===== src/rtl/host_bus_arbiter.sv =====
`timescale 1ns/1ps
// Arbitrates the peripheral register bus between the synchronized async host port and an
// internal req/gnt master. Define ARB_HOST_PRIO_EN for fixed host priority instead of round-robin.
module host_bus_arbiter #(
    parameter int unsigned SYNC_STAGES = 2,
    parameter int unsigned ADDR_W      = 6,
    parameter int unsigned DATA_W      = 8
) (
    input  logic              clk,
    input  logic              RESETn,
    input  logic              host_CEb,
    input  logic              host_OEb,
    input  logic              host_WEb,
    input  logic [ADDR_W-1:0] host_addr,
    input  logic [DATA_W-1:0] host_din,
    output logic [DATA_W-1:0] host_dout,
    output logic              host_doe,
    output logic              host_ovr,
    input  logic              ovr_clr,
    input  logic              int_req,
    input  logic              int_we,
    input  logic [ADDR_W-1:0] int_addr,
    input  logic [DATA_W-1:0] int_wdata,
    output logic              int_gnt,
    output logic [DATA_W-1:0] int_rdata,
    output logic              int_rvalid,
    output logic [ADDR_W-1:0] per_addr,
    output logic [DATA_W-1:0] per_wdata,
    output logic              per_we,
    output logic              per_re,
    input  logic [DATA_W-1:0] per_rdata
);

    typedef enum logic [1:0] {StIdle, StIssue, StRdWait} state_e;
    state_e state_q, state_d;

    logic [SYNC_STAGES-1:0] ce_sync_q, oe_sync_q, we_sync_q;
    logic                   oe_hist_q, we_hist_q;
    logic                   ce_s, oe_s, we_s, wr_commit, rd_commit;

    logic              wr_pend_q, wr_pend_d, rd_pend_q, rd_pend_d;
    logic [ADDR_W-1:0] wr_addr_q, wr_addr_d, rd_addr_q, rd_addr_d;
    logic [DATA_W-1:0] wr_data_q, wr_data_d;
    logic              host_ovr_q, host_ovr_d;
    logic              cur_host_q, cur_host_d, cur_we_q, cur_we_d;
    logic              host_req, host_win, start, sel_we, clr_wr, clr_rd;

    logic [ADDR_W-1:0] per_addr_q, per_addr_d;
    logic [DATA_W-1:0] per_wdata_q, per_wdata_d, host_dout_q, host_dout_d;
    logic [DATA_W-1:0] int_rdata_q, int_rdata_d;
    logic              per_we_q, per_we_d, per_re_q, per_re_d;
    logic              int_gnt_q, int_gnt_d, int_rvalid_q, int_rvalid_d;

    always_ff @(posedge clk or negedge RESETn) begin
        if (!RESETn) begin
            ce_sync_q <= '1;
            oe_sync_q <= '1;
            we_sync_q <= '1;
            oe_hist_q <= 1'b1;
            we_hist_q <= 1'b1;
        end else begin
            ce_sync_q <= {ce_sync_q[SYNC_STAGES-2:0], host_CEb};
            oe_sync_q <= {oe_sync_q[SYNC_STAGES-2:0], host_OEb};
            we_sync_q <= {we_sync_q[SYNC_STAGES-2:0], host_WEb};
            oe_hist_q <= oe_s;
            we_hist_q <= we_s;
        end
    end

    assign ce_s      = ce_sync_q[SYNC_STAGES-1];
    assign oe_s      = oe_sync_q[SYNC_STAGES-1];
    assign we_s      = we_sync_q[SYNC_STAGES-1];
    assign wr_commit = ~ce_s & we_s & ~we_hist_q;
    assign rd_commit = ~ce_s & ~oe_s & oe_hist_q;
    assign host_doe  = ~ce_s & ~oe_s;

    assign host_req = wr_pend_q | rd_pend_q;
    assign start    = (state_q == StIdle) & (host_req | int_req);
    assign sel_we   = host_win ? wr_pend_q : int_we;
    assign clr_wr   = (state_q == StIssue) & cur_host_q & cur_we_q;
    assign clr_rd   = (state_q == StIssue) & cur_host_q & ~cur_we_q;

`ifdef ARB_HOST_PRIO_EN
    assign host_win = host_req;
`else
    logic last_host_q;
    assign host_win = host_req & (~int_req | ~last_host_q);

    always_ff @(posedge clk or negedge RESETn) begin
        if (!RESETn)    last_host_q <= 1'b0;
        else if (start) last_host_q <= host_win;
    end
`endif

    // A commit in the same cycle as its flag is cleared keeps the flag set and is not an overrun.
    always_comb begin
        wr_pend_d = wr_pend_q;
        wr_addr_d = wr_addr_q;
        wr_data_d = wr_data_q;
        rd_pend_d = rd_pend_q;
        rd_addr_d = rd_addr_q;
        if (clr_wr) wr_pend_d = 1'b0;
        if (clr_rd) rd_pend_d = 1'b0;
        if (wr_commit) begin
            wr_pend_d = 1'b1;
            wr_addr_d = host_addr;
            wr_data_d = host_din;
        end
        if (rd_commit) begin
            rd_pend_d = 1'b1;
            rd_addr_d = host_addr;
        end
        host_ovr_d = (wr_commit & wr_pend_q & ~clr_wr) | (rd_commit & rd_pend_q & ~clr_rd)
                   | (host_ovr_q & ~ovr_clr);
    end

    always_ff @(posedge clk or negedge RESETn) begin
        if (!RESETn) state_q <= StIdle;
        else         state_q <= state_d;
    end

    always_comb begin
        state_d = state_q;
        case (state_q)
            StIdle:   if (start) state_d = StIssue;
            StIssue:  state_d = cur_we_q ? StIdle : StRdWait;
            StRdWait: state_d = StIdle;
            default:  state_d = StIdle;
        endcase
    end

    // Host command is taken from the *_d values so a replacement committed on the grant edge wins.
    always_comb begin
        per_addr_d   = per_addr_q;
        per_wdata_d  = per_wdata_q;
        per_we_d     = 1'b0;
        per_re_d     = 1'b0;
        int_gnt_d    = 1'b0;
        host_dout_d  = host_dout_q;
        int_rdata_d  = int_rdata_q;
        int_rvalid_d = 1'b0;
        cur_host_d   = cur_host_q;
        cur_we_d     = cur_we_q;
        case (state_q)
            StIdle: begin
                if (start) begin
                    cur_host_d = host_win;
                    cur_we_d   = sel_we;
                    per_we_d   = sel_we;
                    per_re_d   = ~sel_we;
                    int_gnt_d  = ~host_win;
                    if (host_win) per_addr_d = wr_pend_q ? wr_addr_d : rd_addr_d;
                    else          per_addr_d = int_addr;
                    if (sel_we)   per_wdata_d = host_win ? wr_data_d : int_wdata;
                end
            end
            StRdWait: begin
                if (cur_host_q) begin
                    host_dout_d = per_rdata;
                end else begin
                    int_rdata_d  = per_rdata;
                    int_rvalid_d = 1'b1;
                end
            end
            default: ;
        endcase
    end

    always_ff @(posedge clk or negedge RESETn) begin
        if (!RESETn) begin
            wr_pend_q    <= 1'b0;
            wr_addr_q    <= '0;
            wr_data_q    <= '0;
            rd_pend_q    <= 1'b0;
            rd_addr_q    <= '0;
            host_ovr_q   <= 1'b0;
            cur_host_q   <= 1'b0;
            cur_we_q     <= 1'b0;
            per_addr_q   <= '0;
            per_wdata_q  <= '0;
            per_we_q     <= 1'b0;
            per_re_q     <= 1'b0;
            int_gnt_q    <= 1'b0;
            host_dout_q  <= '0;
            int_rdata_q  <= '0;
            int_rvalid_q <= 1'b0;
        end else begin
            wr_pend_q    <= wr_pend_d;
            wr_addr_q    <= wr_addr_d;
            wr_data_q    <= wr_data_d;
            rd_pend_q    <= rd_pend_d;
            rd_addr_q    <= rd_addr_d;
            host_ovr_q   <= host_ovr_d;
            cur_host_q   <= cur_host_d;
            cur_we_q     <= cur_we_d;
            per_addr_q   <= per_addr_d;
            per_wdata_q  <= per_wdata_d;
            per_we_q     <= per_we_d;
            per_re_q     <= per_re_d;
            int_gnt_q    <= int_gnt_d;
            host_dout_q  <= host_dout_d;
            int_rdata_q  <= int_rdata_d;
            int_rvalid_q <= int_rvalid_d;
        end
    end

    assign host_dout  = host_dout_q;
    assign host_ovr   = host_ovr_q;
    assign int_gnt    = int_gnt_q;
    assign int_rdata  = int_rdata_q;
    assign int_rvalid = int_rvalid_q;
    assign per_addr   = per_addr_q;
    assign per_wdata  = per_wdata_q;
    assign per_we     = per_we_q;
    assign per_re     = per_re_q;

endmodule

===== config.mk =====
export PLATFORM = sky130hd
export DESIGN_NAME = host_bus_arbiter
export DESIGN_NICKNAME = d
export VERILOG_FILES = /design/src/rtl/host_bus_arbiter.sv
export SDC_FILE = /design/constraint.sdc
export NUM_CORES = 1
export LEC_CHECK = 0
export BUFFER_PORTS_ARGS = -buffer_cell sky130_fd_sc_hd__buf_2
export CAP_MARGIN = 20
export CORE_AREA = 2 2 75 77
export CTS_BUF_LIST = sky130_fd_sc_hd__clkbuf_8 sky130_fd_sc_hd__clkbuf_16
export DETAILED_ROUTE_END_ITERATION = 8
export DIE_AREA = 0 0 77 79
export PLACE_DENSITY = 0.89
export SYNTH_ARGS = -nofsm -noshare
export SYNTH_HDL_FRONTEND = slang
export SYNTH_SLANG_ARGS = --single-unit
export TNS_END_PERCENT = 5

===== constraint.sdc =====
create_clock -name clk -period 5.25 [get_ports clk]
set_input_delay 0.2625 -clock clk [delete_from_list [all_inputs] [get_ports clk]]
set_output_delay 0.2625 -clock clk [all_outputs]
set_load 0.01 [all_outputs]

==> results by group, run 1 <==
Clocking
  • Post_cts resized: 0
  • CTS H-Tree Depth: 3
  • TritonCTS clock tree: done
  • Longest Clk Path Bufs: 2
  • Reg clk slew, reported paths: ~70 ps
  • Post-CTS Setup Inserts: 0
  • Cts bufs inserted: 9
  • Root Driver: clkbuf_8
  • CTS hold repair buffers: 0
  • Worst-Skew Late Latency: 340 ps
  • Clk sinks: 70

Global routing
  • Pin count of the biggest net entering global routing: 71
  • Total gr overflow: 0
  • Vias in the first global route: roughly 2000
  • Antenna violations before repair: 0
  • First-pass GRT wire length: between 9 and 10 mm
  • Tot GR Track Use: 0.212

Flow run
  • Max_cap viols: 0

Placed design
  • Port bufs: around 80
  • RD Place Congestion: about 0.8
  • Hpwl dp: a little over 4 mm
  • DP Worst Slack: a little under 3000 ps

Timing
  • Worst setup margin: roughly 3000 ps
  • Clk_skew: between 5 and 6 ps
  • Tmin final: 2270 ps
  • Worst Tran Pin Value: 850 ps
  • Max Clock Freq: ~440 MHz
  • Min Hold Slack: 20.2 ps
  • Slew HR: 0.433
  • Final hold viol count: 0
  • Tcrit/Tclk final: 0.433
  • Max Transition Viols Final: 0
  • Setup TNS: 0 ps
  • Endpoints failing setup: 0
  • RSZ-0062 raised after global routing: no

Worst setup path
  • CP Cell Sequence: or3b_1 > mux2_2 > mux2_2 > mux2_2
  • CP top delay family: multiplexers
  • Startpoint types: register
  • Crit path required time: 5470 ps
  • Critical path's slowest cell: or3b_1
  • Most frequent cell on the critical path: mux2_2
  • Crit-path max cell delay: ~680 ps
  • CP Capture Type: register
  • Crit path DAT: between 2000 and 3000 ps
  • Crit Path Max Fanout: 17
  • CP Class: reg -> reg
  • Buffers and inverters on the worst path: 0

Floorplanning
  • Rows: 27
  • # IOs: 80
  • Die Ht: ~79 um
  • Die area: roughly 0.006 mm2
  • Die X: between 70 and 80 um
  • Initial Util: 0.526
  • Core ar.: between 0.005 and 0.006 mm2

Yosys
  • Cell accounting for the most synthesized area: dfrtp_1
  • Flops & latches, synth: 70
  • Ys flop type: dfrtp_1
  • Yosys Warn Count: 0
  • Post-synthesis cell area: approximately 0.0028 mm2
  • Syn avg cell area: 14.3 um2
  • Register area share after synthesis: 0.627
  • Post-synth EDFFs: 0
  • Yosys cell types: 31
  • Asr flop ratio synth: 1.00
  • Post-synthesis net count: 241
  • Area contributors post-synth: dfrtp_1, mux2_2, dfstp_2
  • Post-synthesis cell count: ~200
  • Post-synth top area share: 0.552

Drt
  • Total Wirelength: slightly below 6 mm
  • DRC errors left: 0
  • Vias per cell: approximately 5.4
  • Drt wl/cell: 16.4 um
  • Post-DRT Antenna Nets: 0
  • DR vias: 1933
  • DRT Pass-1 Iters: 4
  • Iter 0 DRT Violations: 131

Power
  • Worst vdd ir: ~0.33 mV
  • Power density over the cells: around 600 mW/mm2
  • LEAKAGE: 1.66 nW

Status
  • Status: finished, final reports clean

Finish
  • Layout area overhead: 24.7%
  • Core Util, Final: 0.656
  • ANT cells: 0
  • Share of post-route cells with drive strength above 1: 0.569
  • Final layout net count: approximately 330

Min path
  • Hold crit path type: in -> reg
per-stage QoR:
stage	instance area (um2)	power (mW)	std cells
after detailed placement	3270	1.56	344
final	3500	2.05	360
after global routing	3500	2.16	360
after CTS	3500	2.06	360
after global placement	3270	1.52	344
after floorplan	2810	1.29	197
worst register-to-register path, delay by kind of cell (launching register included):
| kind | cells | cell delay [ps] |
|---|---|---|
| flip-flops | 1 | 540 |
| multiplexers | 3 | 950 |
| AND/OR/NAND/NOR | 1 | 680 |
cell type report:
type | count | area (um2)
Clock buffer | 12 | 165
Clock inverter | 4 | 68.8
Fill cell | 405 | 1840
Inverter | 1 | 3.75
Multi-Input combinational cell | 119 | 995
Sequential cell | 70 | 1760
Tap cell | 72 | 90.1
Timing Repair Buffer | 82 | 418
sequential cells by signal, indices dropped and copies added (netlist names), 2 cells and up:
register and cells:
we_sync_q 2, host_dout 8, oe_sync_q 2, per_wdata 8
rd_addr_q 6, wr_data_q 8, int_rdata 8, state_q 2
wr_addr_q 6, per_addr 6, ce_sync_q 2
synth_stat cells, types with 3 or more instances:
library cell and number:
o211ai_1 5, nand2b_1 3, nor2_1 13, dfstp_2 8, nand3_1 5, nand2_1 13, dfrtp_1 62, buf_2 3
o221ai_1 6, mux2_2 51
per-layer routing:
metal | up-vias | GRT usage | routed length [um] | share of wire
li1 | 880 | - | - | -
met1 | 971 | 0.259 | 2470 | 0.42
met2 | 67 | 0.354 | 2990 | 0.51
met3 | 15 | 0.0455 | 296 | 0.050
met4 | 0 | 0.114 | 147 | 0.025
met5 | - | 0 | 0 | 0
cell families (layout without fill, tap and decap cells):
group | count (synthesis) | after routing | share of synthesized area
buffers and inverters | 8 | 99 | 0.0187
AND/OR/NAND/NOR | 46 | 46 | 0.0820
AO/OA/AOI/OAI | 20 | 20 | 0.0570
flip-flops | 70 | 70 | 0.627
multiplexers | 53 | 53 | 0.215
report_power, final:
group | switching, mW | internal [mW] | leakage [nW] | total [mW]
Combinational | 0.354 | 0.349 | 0.714 | 0.703
Sequential | 0.114 | 0.734 | 0.821 | 0.848
Clock | 0.191 | 0.304 | 0.124 | 0.495
Total | 0.658 | 1.39 | 1.66 | 2.05
final timing paths:
path / start / end / slack (ps) / cells past startpoint
worst max-delay path: we_sync_q[1] / per_wdata[2] / 2980 / 4
worst min-delay path: host_CEb / ce_sync_q[0] / 20 / 1
worst max register to register: we_sync_q[1] / per_wdata[2] / 2980 / 4
worst min register to register: we_sync_q[0] / we_sync_q[1] / 360 / 0
max in group asynchronous: RESETn / wr_addr_q[2] / 4580 / 2
min in group asynchronous: RESETn / int_rdata[6] / 120 / 2
layout by cell type (no fill, tap or decap):
cell type,netlist,final
nand3b_1,2,2
clkinv_1,1,1
buf_4,0,3
nor3b_1,2,2
a22oi_1,1,1
nand2_1,13,13
dfstp_2,8,8
bufinv_16,0,2
clkinv_2,0,1
o2bb2ai_1,1,1
nand4b_1,1,1
buf_2,3,79
inv_1,0,1
dfrtp_1,62,62
nand3_1,5,5
nor2_2,1,1
mux2_4,2,2
or3b_2,2,2
nor2_1,13,13
o211a_1,1,1
mux2_2,51,51
o211ai_1,5,5
or2_2,1,1
a21bo_2,1,1
a21o_2,1,1
a21o_1,2,2
nand2b_1,3,3
o221ai_1,6,6
nor3_1,1,1
clkbuf_8,0,12
or3b_1,1,1
and2_1,1,1
o21ai_0,2,2
No activity file was read; power rests on OpenSTA's default activity.
==> inputs of run 2 (changes only) <==
CORE_AREA = 2 2 78 80   (was 2 2 75 77)
DIE_AREA = 0 0 80 82   (was 0 0 77 79)
PLACE_DENSITY = 0.83   (was 0.89)
clock period = 2.31 ns   (was 5.25 ns; I/O delays follow)
==> run 2 against run 1 <==
Core utilization decreased by 3.9 points. Setup slack worse by 2800 ps. Cell area rose by 1.2%. Wire length fell by 2.9%. Clock skew is 5.8 ps higher. Flip-flop and latch count unchanged. Clock power up 84%. Cell count grew 3.1%. Via count decreased by 0.52%. Fmax is 5.1% higher. Critical path type unchanged. Largest power group unchanged. Highest routed layer unchanged.
==> results by group, run 2 (same netlist as run 1, synthesis figures left out) <==
Clocking
  • TritonCTS clock tree: done
  • Root Driver: clkbuf_8
  • Post_cts resized: 0 (unchanged)
  • Cts bufs inserted: 9 (unchanged)
  • Worst-Skew Late Latency: 340 ps (about the same)
  • Clk sinks: 70 (unchanged)
  • CTS H-Tree Depth: 3 (unchanged)
  • Longest Clk Path Bufs: 2 (unchanged)
  • Reg clk slew, reported paths: 70 ps (about the same)

Worst setup path
  • Crit Path Max Fanout: 12 (-5)
  • Worst r2r dst: per_wdata[0]
  • Reg2reg start: we_sync_q[1]
  • Critical path's slowest cell: or3b_1
  • Crit path DAT: 2390 ps (-110 ps)
  • Crit-path max cell delay: 600 ps (-80 ps)
  • R2R Setup Slk: 150 ps (-2830 ps)
  • Crit path required time: 2540 ps (-2930 ps)
  • CP Class: reg -> reg
  • Worst Setup SP: we_sync_q[1]
  • CP Capture Type: register
  • Reg2reg path depth: 4 (unchanged)
  • CP Cell Sequence: or3b_1 > mux2_4 > mux2_2 > mux2_4
  • Startpoint types: register
  • Critical path destination: per_wdata[0]
  • Most frequent cell on the critical path: mux2_4

Timing
  • Worst Tran Pin Value: 733 ps (-117 ps)
  • Endpoints failing setup: 0 (unchanged)
  • Clk_skew: 11.2 ps (+5.76 ps)
  • Setup TNS: 0 ps (unchanged)
  • Max Transition Viols Final: 0 (unchanged)
  • Max Clock Freq: 462 MHz (+5.1%)
  • RSZ-0062 raised after global routing: no
  • Tmin final: 2160 ps (-110 ps)
  • Worst setup margin: 147 ps (-2830 ps)
  • Slew HR: 0.511 (+0.0780)
  • Final hold viol count: 0 (unchanged)
  • Tcrit/Tclk final: 0.936 (+0.503)

Finish
  • Fillers: 473 (+17%)
  • Commonest non-fill, non-tap cell in the layout: buf_2
  • Final layout net count: 335 (+2.4%)
  • Most frequent cells in the layout: buf_2, dfrtp_1, mux2_2
  • Core Util, Final: 0.617 (-0.0392)
  • Share of post-route cells with drive strength above 1: 0.561 (-0.00863)
  • Layout area overhead: 26.2%
  • Finished Layout Cells: 371 (+3.1%)
  • Fin area: 0.00354 mm2 (+1.2%)
  • ANT cells: 0 (unchanged)

Flow run
  • Max_cap viols: 0 (unchanged)

Placed design
  • # placed instances: 351 (+2.0%)
  • DP Worst Slack: 150 ps (-2800 ps)
  • Hpwl dp: 4.01 mm (-1.9%)
  • RD Place Congestion: 0.757 (-3.8%)
  • Dpl cell area: 0.00331 mm2 (+1.4%)
  • Port bufs: 79 (unchanged)

Global routing
  • Total gr overflow: 0 (unchanged)
  • GR Util met2: 0.313 (-0.0410)
  • Pin count of the biggest net entering global routing: 40 (-44%)
  • First-pass GRT wire length: 9.51 mm (-3.8%)
  • Antenna violations before repair: 0 (unchanged)
  • Gr busiest metal: met2
  • Tot GR Track Use: 0.196 (-0.0154)
  • Met3 usage: 0.0604 (+0.0150)
  • Vias in the first global route: 2035 (+0.15%)
  • Met1 usage: 0.244 (-0.0152)

Floorplanning
  • Initial Util: 0.489 (-0.0374)
  • Die Ht: 82 um (+3.8%)
  • # IOs: 80 (unchanged)
  • Die X: 80 um (+3.9%)
  • Die area: 0.00656 mm2 (+7.8%)
  • Rows: 28 (+3.7%)
  • Core ar.: 0.00575 mm2 (+7.6%)

Drt
  • DRC errors left: 0 (unchanged)
  • Drt wl/cell: 15.5 um (-5.7%)
  • Iter 0 DRT Violations: 127 (-3.1%)
  • Vias per cell: 5.18 (-3.5%)
  • DRT Pass-1 Iters: 4 (unchanged)
  • Total Wirelength: 5.74 mm (-2.9%)
  • Post-DRT Antenna Nets: 0 (unchanged)
  • DR vias: 1923 (-0.52%)

Min path
  • Hold crit path type: in -> reg
  • Hold_sp: int_addr[4]

Power
  • Power density over the cells: 1260 mW/mm2 (+120%)
  • LEAKAGE: 1.68 nW (+1.5%)
  • Worst vdd ir: 0.646 mV (+96%)

Status
  • Status: finished, final reports clean
## run 2: per-stage QoR
stage	power [mW]	hold WS (ps)
5_1_grt	4.76	13.0
2_1_floorplan	2.94	-180
3_5_place_dp	3.57	220
3_3_place_gp	3.50	209
4_1_cts	4.50	3.22
6_report	4.46	18.4
## run 2: worst min-delay path by stage
stage | to | cells past startpoint
after global routing | int_rdata[0] | 2
after floorplan | cur_host_q | 0
after global placement | int_rdata[4] | 1
after CTS | per_addr[2] | 3
final | per_addr[4] | 3
after detailed placement | int_rdata[1] | 1
## run 2: area by class of cell
cell class,count,area (um2),area share
Timing Repair Buffer,90,500,0.141
Clock buffer,13,179,0.0505
Clock inverter,3,11.3,0.00318
Tap cell,75,93.8,0.0265
Sequential cell,70,1760,0.497
Inverter,1,3.75,0.00106
Multi-Input combinational cell,119,995,0.281
## run 2: power by group
group | total [mW] | switching [mW] | internal [mW] | leakage (nW)
Combinational | 1.62 | 0.787 | 0.830 | 0.753
Sequential | 1.93 | 0.257 | 1.67 | 0.821
Clock | 0.913 | 0.417 | 0.496 | 0.109
## run 2: layer usage
| layer | vias to the layer above | routed length (um) |
|---|---|---|
| met5 | - | 0 |
| met4 | 0 | 110 |
| met3 | 7 | 330 |
| met2 | 62 | 2890 |
| met1 | 958 | 2410 |
| li1 | 896 | - |
## run 2: repair_timing
action	4_1_cts	5_1_grt
setup buffers	0	0
hold buffers	4	0
endpoints found under the hold margin	34	0
## run 2: worst max-delay path: cells and delay by family, from the launching register on
family / cells / cell delay [ps]
mux: 3 / 920
simple gates: 1 / 600
flops: 1 / 540
